==> config.mk <==
export PLATFORM = sky130hd
export DESIGN_NAME = light_rx_flat
export DESIGN_NICKNAME = d
export VERILOG_FILES = /design/src/rtl/light_rx_if.sv /design/src/rtl/light_rx.sv /design/src/flat_wrapper.sv
export SDC_FILE = /design/constraint.sdc
export NUM_CORES = 1
export LEC_CHECK = 0
export CAP_MARGIN = 20
export CORE_MARGIN = 2
export CORE_UTILIZATION = 40
export CTS_BUF_LIST = sky130_fd_sc_hd__clkbuf_4 sky130_fd_sc_hd__clkbuf_8
export CTS_CLUSTER_DIAMETER = 50
export CTS_CLUSTER_SIZE = 12
export DETAILED_ROUTE_END_ITERATION = 8
export SLEW_MARGIN = 20
export SYNTH_ARGS = -nofsm -noshare
export SYNTH_HDL_FRONTEND = slang
export SYNTH_SLANG_ARGS = --single-unit
==> constraint.sdc <==
create_clock -name clock -period 1.55 [get_ports clock]
set_clock_uncertainty 0.05 [all_clocks]
set_input_delay 0.155 -clock clock [delete_from_list [all_inputs] [get_ports clock]]
set_output_delay 0.155 -clock clock [all_outputs]
set_load 0.05 [all_outputs]
==> src/rtl/light_rx_if.sv <==
// light_rx host-side bundle: optical line in, frame and status out.
// master drives the line and acknowledge; slave is the receiver.
interface light_rx_if #(
  parameter int FRAME_SIZE = 16
);
  logic                  signal;
  logic                  irq_ack;
  logic [FRAME_SIZE-1:0] data_out;
  logic                  irq_rx;
  logic                  overrun;
  logic                  frame_error;
  logic                  parity_error;

  modport master (
    output signal, irq_ack,
    input  data_out, irq_rx, overrun,
    input  frame_error, parity_error
  );

  modport slave (
    input  signal, irq_ack,
    output data_out, irq_rx, overrun,
    output frame_error, parity_error
  );
endinterface

==> src/rtl/light_rx.sv <==
// LightIO optical receiver: oversampled start/data/stop frame recovery.
// Optional even parity bit enabled by defining LIGHTIO_RX_PARITY_EN.
module light_rx #(
  parameter int FRAME_SIZE = 16,
  parameter int OVERSAMPLE = 4
) (
  input logic     clock,
  input logic     reset,
  light_rx_if.slave bus
);
  localparam int CW = $clog2(OVERSAMPLE);
  localparam int BW = $clog2(FRAME_SIZE + 1);
  localparam logic [CW-1:0] HALF_M1 = CW'(OVERSAMPLE / 2 - 1);
  localparam logic [CW-1:0] FULL_M1 = CW'(OVERSAMPLE - 1);
  localparam logic [BW-1:0] LAST_BIT = BW'(FRAME_SIZE - 1);

  localparam logic [2:0] IDLE     = 3'd0;
  localparam logic [2:0] START    = 3'd1;
  localparam logic [2:0] DATA     = 3'd2;
  localparam logic [2:0] STOP     = 3'd3;
  localparam logic [2:0] WAIT_LOW = 3'd4;
`ifdef LIGHTIO_RX_PARITY_EN
  localparam logic [2:0] PARITY   = 3'd5;
`endif

  logic [2:0]            sync_q;
  logic                  sig_s;
  logic                  sig_prev;
  logic [2:0]            state_q, state_d;
  logic [CW-1:0]         cnt_q, cnt_d;
  logic [BW-1:0]         bits_q, bits_d;
  logic [FRAME_SIZE-1:0] shift_q, shift_d;
  logic [FRAME_SIZE-1:0] data_q, data_d;
  logic                  irq_q, irq_d;
  logic                  ovr_q, ovr_d;
  logic                  ferr_q, ferr_d;
`ifdef LIGHTIO_RX_PARITY_EN
  logic                  par_q, par_d;
  logic                  perr_q, perr_d;
`endif

  assign sig_s    = sync_q[1];
  assign sig_prev = sync_q[2];

  // Two-flop synchronizer plus one history flop for edge detection.
  always_ff @(posedge clock or negedge reset) begin
    if (!reset) sync_q <= '0;
    else        sync_q <= {sync_q[1:0], bus.signal};
  end

  // Frame FSM next-state, shifting and host flag handling.
  always_comb begin
    state_d = state_q;
    cnt_d   = cnt_q;
    bits_d  = bits_q;
    shift_d = shift_q;
    data_d  = data_q;
    irq_d   = irq_q;
    ovr_d   = ovr_q;
    ferr_d  = 1'b0;
`ifdef LIGHTIO_RX_PARITY_EN
    par_d   = par_q;
    perr_d  = 1'b0;
`endif
    if (bus.irq_ack) begin
      irq_d = 1'b0;
      ovr_d = 1'b0;
    end
    unique case (state_q)
      IDLE: begin
        if (sig_s && !sig_prev) begin
          state_d = START;
          cnt_d   = '0;
        end
      end
      START: begin
        if (cnt_q == HALF_M1) begin
          cnt_d   = '0;
          bits_d  = '0;
          ferr_d  = !sig_s;
          state_d = sig_s ? DATA : IDLE;
`ifdef LIGHTIO_RX_PARITY_EN
          par_d   = 1'b0;
`endif
        end else begin
          cnt_d = cnt_q + CW'(1);
        end
      end
      DATA: begin
        if (cnt_q == FULL_M1) begin
          cnt_d   = '0;
          shift_d = {shift_q[FRAME_SIZE-2:0], sig_s};
          bits_d  = bits_q + BW'(1);
`ifdef LIGHTIO_RX_PARITY_EN
          par_d   = par_q ^ sig_s;
          if (bits_q == LAST_BIT) state_d = PARITY;
`else
          if (bits_q == LAST_BIT) state_d = STOP;
`endif
        end else begin
          cnt_d = cnt_q + CW'(1);
        end
      end
`ifdef LIGHTIO_RX_PARITY_EN
      PARITY: begin
        if (cnt_q == FULL_M1) begin
          cnt_d   = '0;
          par_d   = par_q ^ sig_s;
          state_d = STOP;
        end else begin
          cnt_d = cnt_q + CW'(1);
        end
      end
`endif
      STOP: begin
        if (cnt_q == FULL_M1) begin
          cnt_d = '0;
          if (sig_s) begin
            ferr_d  = 1'b1;
            state_d = WAIT_LOW;
          end else begin
            state_d = IDLE;
`ifdef LIGHTIO_RX_PARITY_EN
            if (par_q) begin
              perr_d = 1'b1;
            end else begin
              data_d = shift_q;
              ovr_d  = bus.irq_ack ? 1'b0 : (ovr_q | irq_q);
              irq_d  = 1'b1;
            end
`else
            data_d = shift_q;
            ovr_d  = bus.irq_ack ? 1'b0 : (ovr_q | irq_q);
            irq_d  = 1'b1;
`endif
          end
        end else begin
          cnt_d = cnt_q + CW'(1);
        end
      end
      WAIT_LOW: begin
        if (!sig_s) state_d = IDLE;
      end
      default: state_d = IDLE;
    endcase
  end

  // State and output registers.
  always_ff @(posedge clock or negedge reset) begin
    if (!reset) begin
      state_q <= IDLE;
      cnt_q   <= '0;
      bits_q  <= '0;
      shift_q <= '0;
      data_q  <= '0;
      irq_q   <= 1'b0;
      ovr_q   <= 1'b0;
      ferr_q  <= 1'b0;
    end else begin
      state_q <= state_d;
      cnt_q   <= cnt_d;
      bits_q  <= bits_d;
      shift_q <= shift_d;
      data_q  <= data_d;
      irq_q   <= irq_d;
      ovr_q   <= ovr_d;
      ferr_q  <= ferr_d;
    end
  end

`ifdef LIGHTIO_RX_PARITY_EN
  // Parity accumulator and error pulse.
  always_ff @(posedge clock or negedge reset) begin
    if (!reset) begin
      par_q  <= 1'b0;
      perr_q <= 1'b0;
    end else begin
      par_q  <= par_d;
      perr_q <= perr_d;
    end
  end
  assign bus.parity_error = perr_q;
`else
  assign bus.parity_error = 1'b0;
`endif

  assign bus.data_out    = data_q;
  assign bus.irq_rx      = irq_q;
  assign bus.overrun     = ovr_q;
  assign bus.frame_error = ferr_q;
endmodule

==> src/flat_wrapper.sv <==
// flat-port wrapper written by rule: the top's interface ports become plain ports
module light_rx_flat 
#(
  parameter int FRAME_SIZE = 16,
  parameter int OVERSAMPLE = 4
)
  (clock, reset, bus_signal, bus_irq_ack, bus_data_out, bus_irq_rx, bus_overrun, bus_frame_error, bus_parity_error);
  light_rx_if #(.FRAME_SIZE(FRAME_SIZE)) bus_i ();
  input logic clock;
  input logic reset;
  input wire logic [$bits(bus_i.signal)-1:0] bus_signal;
  input wire logic [$bits(bus_i.irq_ack)-1:0] bus_irq_ack;
  output wire logic [$bits(bus_i.data_out)-1:0] bus_data_out;
  output wire logic [$bits(bus_i.irq_rx)-1:0] bus_irq_rx;
  output wire logic [$bits(bus_i.overrun)-1:0] bus_overrun;
  output wire logic [$bits(bus_i.frame_error)-1:0] bus_frame_error;
  output wire logic [$bits(bus_i.parity_error)-1:0] bus_parity_error;
  assign bus_i.signal = bus_signal;
  assign bus_i.irq_ack = bus_irq_ack;
  assign bus_data_out = bus_i.data_out;
  assign bus_irq_rx = bus_i.irq_rx;
  assign bus_overrun = bus_i.overrun;
  assign bus_frame_error = bus_i.frame_error;
  assign bus_parity_error = bus_i.parity_error;
  light_rx #(.FRAME_SIZE(FRAME_SIZE), .OVERSAMPLE(OVERSAMPLE)) u_core (.clock(clock), .reset(reset), .bus(bus_i));
endmodule
==> flow_metrics.env <==
export IMPL_ys_seq_area_frac=0.5822
export IMPL_num_rows=26
export IMPL_pwr_share_clk=0.287
export IMPL_ant_nets=0
export IMPL_irDropWorstVdd_mv=0.5848
export IMPL_power_internal_mw=1.936
export IMPL_max_cap_violations=0
export IMPL_r2r_slack_ns=0.06
export IMPL_synth_area_sq_um=2063
export IMPL_clk_pin_slew_ns=0.09
export IMPL_pwr_share_comb=0.186
export IMPL_grt_pass1_wl_um=6451
export IMPL_outcome="complete, no violations"
export IMPL_tritoncts="yes"
export IMPL_ctsRootBufferMaster="clkbuf_8"
export IMPL_clk_latency_ns=0.30
export IMPL_dieArea_sq_um=5749
export IMPL_rsz0062_at_grt="true"
export IMPL_synth_flop_cell="dfrtp_1"
export IMPL_antenna_found_initial=0
export IMPL_die_x_um=75.82
export IMPL_clkSinkCount=48
export IMPL_vias_per_cell=4.871
export IMPL_r2r_cells=5
export IMPL_setup_viol=0
export IMPL_cp_required_ns=1.69
export IMPL_firstDrtPassIters=4
export IMPL_synth_seq_cells=48
export IMPL_min_period_ns=1.494
export IMPL_final_common_cell="nand2_1"
export IMPL_hold_violations=0
export IMPL_vias=1393
export IMPL_mostFrequentLayoutCells="52 x nand2_1, 45 x dfrtp_1, 32 x buf_4"
export IMPL_area_delta_synth_final_pct=26.26
export IMPL_relSlewSlack=0.6554
export IMPL_wirelength_um=3968
export IMPL_gp_congestion=0.7652
export IMPL_dieHeight_um=75.82
export IMPL_hpwl_um=2733
export IMPL_syn_inst=179
export IMPL_yosysUniqueCellTypes=38
export IMPL_path_class="flip-flop to flip-flop"
export IMPL_clockBufferDepth=2
export IMPL_gr_usage_all_layers=0.1511
export IMPL_r2r_start="u_core.cnt_q[1]"
export IMPL_grt_max_degree=23
export IMPL_worst_setup_path_start_kind="flip-flop"
export IMPL_drt_iter0_drc=66
export IMPL_core_area_sq_um=5042
export IMPL_timing_hold_ws_ns=0.2323
export IMPL_fmax_mhz=669.1
export IMPL_end_kind="flip-flop"
export IMPL_port_buffers=22
export IMPL_htree_levels=2
export IMPL_powerDensity_nw_per_um2=1056
export IMPL_crit_fanout=9
export IMPL_async_flop_share=1.000
export IMPL_pin_count=24
export IMPL_power_switching_mw=0.8149
export IMPL_worstReg2RegEnd="u_core.bus.data_out[4]"
export IMPL_route_met3_wl_um=124
export IMPL_ys_warn_count=0
export IMPL_finalCritPeriodShare=0.9642
export IMPL_top_layer="met4"
export IMPL_wl_per_cell_um=13.87
export IMPL_syn_area_per_cell_sq_um=11.53
export IMPL_startpoint="u_core.cnt_q[1]"
export IMPL_grt_ovfl_total=0
export IMPL_dp_slack_ns=-0.06913
export IMPL_initial_utilization=0.4092
export IMPL_cts_buffers=5
export IMPL_synth_nets=188
export IMPL_maxSlewViolCount=0
export IMPL_synth_edf_count=0
export IMPL_worst_slack_ns=0.05553
export IMPL_hold_class="input pin to flip-flop"
export IMPL_p_seq_frac=0.528
export IMPL_cp_data_arrival_time_ns=1.63
export IMPL_endpoint="u_core.bus.data_out[4]"
export IMPL_switching_share=0.2962
export IMPL_drive_gt1_frac=0.3009
export IMPL_final_nets=224
export IMPL_p_leak_nw=1.345
export IMPL_grt_pass1_vias=1382
export IMPL_met2_length_um=1993
export IMPL_post_route_drc_count=0
export IMPL_wl_met1_um=1797
export IMPL_diodes=0
export IMPL_tightest_slew_ns=0.5170
==> through the flow <==
| stage | utilization | cells | total power [mW] | TNS, ns | cell area, sq um |
|---|---|---|---|---|---|
| floorplan | - | 179 | 1.764 | 0 | 2076 |
| global placement | 0.4675 | 271 | 1.880 | 0 | 2357 |
| detailed placement | 0.4675 | 271 | 1.916 | -0.8065 | 2357 |
| CTS | 0.5035 | 284 | 2.718 | 0 | 2539 |
| global route | 0.5166 | 286 | 2.883 | -0.08619 | 2605 |
| finish | 0.5166 | 286 | 2.751 | 0 | 2605 |
==> kinds of logic after synthesis <==
group | share of synthesized area
AO/OA/AOI/OAI | 0.06975
adder cells (fa/ha/maj) | 0.03032
buffers and inverters | 0.03699
flip-flops | 0.5822
multiplexers | 0.09278
other | 0.001818
AND/OR/NAND/NOR | 0.1862
==> metal layers <==
layer | up-vias | GRT usage
met2 | 24 | 0.2519
li1 | 675 | -
met4 | 0 | 0.05263
met3 | 5 | 0.04101
met1 | 689 | 0.1891
met5 | - | 0
==> cells in the mapped netlist, types with 2 or more instances <==
| cell type | instances | area (sq um) |
|---|---|---|
| nor2b_1 | 4 | 25.02 |
| clkbuf_1 | 2 | 7.510 |
| inv_1 | 4 | 15.01 |
| nor3b_1 | 2 | 15.01 |
| o2bb2ai_1 | 3 | 26.28 |
| ha_1 | 5 | 62.56 |
| o21ai_1 | 2 | 10.01 |
| nand4bb_1 | 2 | 22.52 |
| buf_4 | 3 | 22.52 |
| nor2_1 | 3 | 11.26 |
| mux2_1 | 17 | 191.4 |
| buf_2 | 4 | 20.02 |
| nand3_1 | 2 | 10.01 |
| nand2b_1 | 2 | 12.51 |
| nand2_1 | 52 | 195.2 |
| dfrtp_1 | 48 | 1201 |
| o22ai_1 | 3 | 18.77 |
==> sequential cells by signal (all words and copies together) (netlist names) <==
| signal | count |
|---|---|
| u_core.bits_q | 5 |
| u_core.bus.irq_rx | 1 |
| u_core.sync_q | 3 |
| u_core.shift_q | 16 |
| u_core.bus.data_out | 16 |
| u_core.bus.overrun | 1 |
| u_core.bus.frame_error | 1 |
| u_core.cnt_q | 2 |
| u_core.state_q | 3 |
==> worst min path at each step <==
stage               start                endpoint  slack (ns)  depth (start not counted)
2_1_floorplan       reset        u_core.bits_q[0]       -0.19                          0
3_3_place_gp        reset  u_core.bus.data_out[5]        0.10                          1
3_5_place_dp        reset  u_core.bus.data_out[6]        0.11                          1
4_1_cts        bus_signal        u_core.sync_q[0]        0.23                          1
5_1_grt        bus_signal        u_core.sync_q[0]        0.24                          1
6_report       bus_signal        u_core.sync_q[0]        0.23                          1
==> worst max-delay path, cell delays in order (launching register included) <==
cell      delay, ns
dfrtp_1        0.42
ha_4           0.18
nand4b_4       0.13
nor2_8         0.15
buf_12         0.14
mux2_1         0.32
==> area by class of cell <==
type / count / area (sq um)
Fill cell: 436 / 2437
Sequential cell: 48 / 1205
Multi-Input combinational cell: 117 / 865.8
Timing Repair Buffer: 39 / 335.3
Tap cell: 70 / 87.58
Clock buffer: 6 / 82.58
Inverter: 4 / 15.01
Clock inverter: 2 / 13.76
==> power groups by stage <==
stage / combinational [mW] / sequential, mW / clock (mW)
6_report: 0.511 / 1.45 / 0.789
5_1_grt: 0.571 / 1.46 / 0.850
4_1_cts: 0.473 / 1.44 / 0.807
3_5_place_dp: 0.454 / 1.46 / 0
3_3_place_gp: 0.428 / 1.45 / 0
2_1_floorplan: 0.349 / 1.41 / 0
==> what timing repair did <==
item | CTS | global route
endpoints found under the hold margin | 20 | 0
buffers inserted | 4 | 2
hold buffers | 1 | 0
pin swaps | 2 | 3
endpoints found under the setup margin | 17 | 19
gates resized for setup | 6 | 12
(Power assumes the default switching activity.)
==> RTL change 1 (config.mk and constraints unchanged) <==
`FRAME_SIZE` is set to 16 in 3 places; all go to 32.
--- a/src/rtl/light_rx_if.sv
+++ b/src/rtl/light_rx_if.sv
@@ -2,5 +2,5 @@
 // master drives the line and acknowledge; slave is the receiver.
 interface light_rx_if #(
-  parameter int FRAME_SIZE = 16
+  parameter int FRAME_SIZE = 32
 );
   logic                  signal;
--- a/src/rtl/light_rx.sv
+++ b/src/rtl/light_rx.sv
@@ -2,5 +2,5 @@
 // Optional even parity bit enabled by defining LIGHTIO_RX_PARITY_EN.
 module light_rx #(
-  parameter int FRAME_SIZE = 16,
+  parameter int FRAME_SIZE = 32,
   parameter int OVERSAMPLE = 4
 ) (
--- a/src/flat_wrapper.sv
+++ b/src/flat_wrapper.sv
@@ -2,5 +2,5 @@
 module light_rx_flat 
 #(
-  parameter int FRAME_SIZE = 16,
+  parameter int FRAME_SIZE = 32,
   parameter int OVERSAMPLE = 4
 )
Interface: changed (resized bus_data_out); port bits go from 24 to 40. The function was not compared with the original's and may differ.
==> RTL change 1 against the original RTL <==
Wire length is 66% higher; synthesized area is 58% higher; largest cell class unchanged; setup slack worse by 140 ps; sequential share of layout area is 1.4 points higher; sequential cell count is 33 higher; combinational power is 18% higher; global-route usage is 0.75 points higher; hold slack worse by 35 ps; cell area is 63% higher; die area is 54% higher; the run now ends with negative setup slack left; power is 72% higher; via count is 56% higher.
==> RTL change 1: results (changes against the original RTL) <==
| Metric | Value |
|---|---|
| Status | `complete, but fails checks` |
| Failing checks | `negative setup slack` |
| Number of buffers created by CTS | `9 (+4)` |
| Final hold slack | `197.7 ps (-34.61 ps)` |
| Met2 routed WL | `3062 um (+54%)` |
| Final setup fails | `30 (+30)` |
| Critical Path Fanout Max | `12 (+3)` |
| Sequential share of the synthesized area | `62.33% (+4.1 points)` |
| Initial drt markers | `97 (+47%)` |
| Syn Inst Count | `288 (+61%)` |
| Placed Cells | `431 (+59%)` |
| Pleak | `2.229 nW (+66%)` |
| Hpwl dp | `4180 um (+53%)` |
| Fin worst setup slack | `-79.84 ps (-135.4 ps)` |
| Vias in the first global route | `2,162 (+56%)` |
| Cell variety after synth | `33 (-13%)` |
| M3 GR Usage | `2.648% (-1.5 points)` |
| Area post-placement | `3822 sq um (+62%)` |
| Largest net degree at the start of global routing | `32 (+39%)` |
| Post-route insts no fill | `456 (+59%)` |
| Clock latency on the worst-skew pair | `340 ps (+40 ps)` |
| Detail Route met3 WL | `163 um (+31%)` |
| VDD IR max | `515.3 uV (-12%)` |
| M1 WL | `3273 um (+82%)` |
| GR Layer Usage met2 | `24.82% (-0.37 points)` |
| Int Pwr | `0.003567 W (+84%)` |
| Detailed Route WL | `6582 um (+66%)` |
| H-tree lvl count | `3 (+1)` |
| Worst r2r path cells | `6 (+1)` |
| GR met1 Demand/Resource | `21.97% (+3.1 points)` |
| GR Util All Layers | `15.86% (+0.75 points)` |
| RR Endpoint | `u_core.bus.data_out[3]` |
| First-pass GRT wire length | `10,810 um (+67%)` |
RTL change 1: changes by cell type in the layout (fill, tap and decap cells not counted), moves of 3 or more:
cell,change
clkbuf_8,+3
mux2_4,+12
mux2_1,-9
bufinv_16,+3
nor2_1,+3
a21oi_1,+3
dfrtp_1,+35
nand2_1,+49
o21ai_0,+5
mux2_2,+13
buf_4,+22
RTL change 1: stage by stage:
step                worst slack (ps)  setup TNS [ps]
finish                        -79.84           -1507
global route                  -141.5           -3639
CTS                           -63.61          -958.6
detailed placement            -106.3           -2261
global placement              -40.09          -616.2
floorplan                     -50.69           -1370
RTL change 1: kinds of logic (layout without fill, tap and decap cells):
kind of cell | count (synthesis) | after routing | synth area share [%]
simple gates | 129 | 129 | 17.31
flops | 81 | 81 | 62.33
mux | 35 | 35 | 12.04
buf+inv | 20 | 86 | 3.348
compound gates | 18 | 18 | 3.309
fa+ha+maj | 4 | 4 | 1.539
other cells | 1 | 1 | 0.1153
RTL change 1: power by group through the flow:
stage          registers, W  clock network (W)  logic, W
6_report            0.00227            0.00185  0.000605
5_1_grt             0.00228            0.00197  0.000670
4_1_cts             0.00227            0.00189  0.000593
3_5_place_dp        0.00231                  0  0.000551
3_3_place_gp        0.00230                  0  0.000535
2_1_floorplan       0.00229                  0  0.000330
RTL change 1: repair_timing:
action                                  CTS  global route
gates cloned                              1             2
hold endpoints to repair                 27             0
pin swaps                                 1             3
hold buffers                              1             0
endpoints found under the setup margin   36            59
resized for setup                         4            19
setup buffers                             3             2
RTL change 1: cell type report:
class                      count  area, sq um
clock inverter                 5        103.9
multi-input combinational    187         1251
fill                         697         3553
inverter                       5        18.77
timing repair buffer          65        585.6
clock buffer                  11        138.9
sequential                    81         2028
tap                          102        127.6
==> RTL change 2 (same settings) <==
Without the edit above. Take the reset off `shift_q` and load it in a clocked block of its own.
--- a/src/rtl/light_rx.sv
+++ b/src/rtl/light_rx.sv
@@ -152,5 +152,4 @@
       cnt_q   <= '0;
       bits_q  <= '0;
-      shift_q <= '0;
       data_q  <= '0;
       irq_q   <= 1'b0;
@@ -161,5 +160,4 @@
       cnt_q   <= cnt_d;
       bits_q  <= bits_d;
-      shift_q <= shift_d;
       data_q  <= data_d;
       irq_q   <= irq_d;
@@ -167,4 +165,8 @@
       ferr_q  <= ferr_d;
     end
+  end
+
+  always_ff @(posedge clock) begin
+    shift_q <= shift_d;
   end
 
Check against the original RTL: no difference found for any inputs over 10 cycles, from zero or initial values and one cycle with reset low; that may be too few to reach the edited logic, so the function may still have changed.
==> RTL change 2 against the original RTL <==
Cell area decreased by 2.6%; critical path type unchanged; sequential cell count unchanged; synthesized area shrank 3.6%; core utilization increased by 1.7 points; critical endpoint unchanged; wire length shrank 15%; fmax decreased by 2.7%; setup slack lost 42 ps; synthesized cell count decreased by 28%; first-iteration DRC count shrank 7.6%; largest cell class unchanged.
Power is not compared: it rests on default switching activity, and its combinational part moved more than twofold at a synthesized area within 25%.
==> RTL change 2: results (changes against the original RTL) <==
| Metric | Value |
|---|---|
| Top cells by area, synth | `dfrtp_1 40%, edfxtp_1 24%, mux2_4 6.8%, mux2_1 4.5%, ha_1 3.1%` |
| Most frequent cells after synthesis | `32 x dfrtp_1, 16 x edfxtp_1, 9 x mux2_4` |
| Post-route insts no fill | `233 (-19%)` |
| Detail Route met3 WL | `129 um (+4.0%)` |
| Hold Crit Class | `input pin to asynchronous set/reset pin` |
| Compound-gate portion of the synthesized area | `7.741% (+0.77 points)` |
| GR Util All Layers | `13.44% (-1.7 points)` |
| Per-cell routed wire length | `14.53 um (+4.7%)` |
| GPL Wtd Cong | `0.7904 (+3.3%)` |
| Placed Cells | `223 (-18%)` |
| Syn Nets | `137 (-27%)` |
| Post-cts repair resize count | `3 (-3)` |
| Met2 routed WL | `1591 um (-20%)` |
| Initial drt markers | `61 (-7.6%)` |
| GR met1 Demand/Resource | `18.21% (-0.70 points)` |
| Data buffer area share | `12.43% (-0.45 points)` |
| Critical Path Fanout Max | `10 (+1)` |
| Post-synth EDFFs | `16 (+16)` |
| Seq cells | `48 (unchanged)` |
| # nets final | `174 (-22%)` |
| Multi-input combinational area share | `28.85% (-4.4 points)` |
| Cell variety after synth | `41 (+7.9%)` |
| Status | `completed` |
| Synth async-reset ratio | `66.67% (-33 points)` |
| First-pass GRT wire length | `5637 um (-13%)` |
| Non-clk invs | `6 (+2)` |
| Fill count | `404 (-7.3%)` |
| M3 GR Usage | `4.065% (-0.035 points)` |
| #MultiIn Comb | `68 (-42%)` |
| DR vias | `1,131 (-19%)` |
| Post CTS Setup Buffer Count | `1 (-3)` |
| Signal buffers | `36 (-7.7%)` |
| Sequential share of the synthesized area | `64.44% (+6.2 points)` |
==> RTL change 2: path summary, 6_finish.rpt <==
path | from | to | slack, ps
setup / recovery | u_core.cnt_q[1] | u_core.bus.data_out[4] | 10
hold / removal | reset | u_core.bus.data_out[2] | 220
setup reg to reg | u_core.cnt_q[1] | u_core.bus.data_out[4] | 10
hold reg to reg | u_core.sync_q[0] | u_core.sync_q[1] | 300
max in group asynchronous | reset | u_core.state_q[0] | 910
min in group clock | bus_signal | u_core.sync_q[0] | 240
==> RTL change 2: stage by stage <==
step | power (W) | setup slack (ps) | instance area (sq um)
final | 0.003790 | 13.78 | 2537
after floorplan | 0.002513 | -9.763 | 2003
after global placement | 0.002869 | 32.77 | 2345
after global routing | 0.004006 | -38.51 | 2537
after CTS | 0.003727 | -5.059 | 2461
after detailed placement | 0.002915 | -13.59 | 2345
==> RTL change 2: worst reg2reg max path, cell delays in order, from the launching register on <==
cell      delay (ps)
dfrtp_1          420
ha_4             200
nand4b_4         140
nor2_8           140
buf_12           150
mux2_1           320
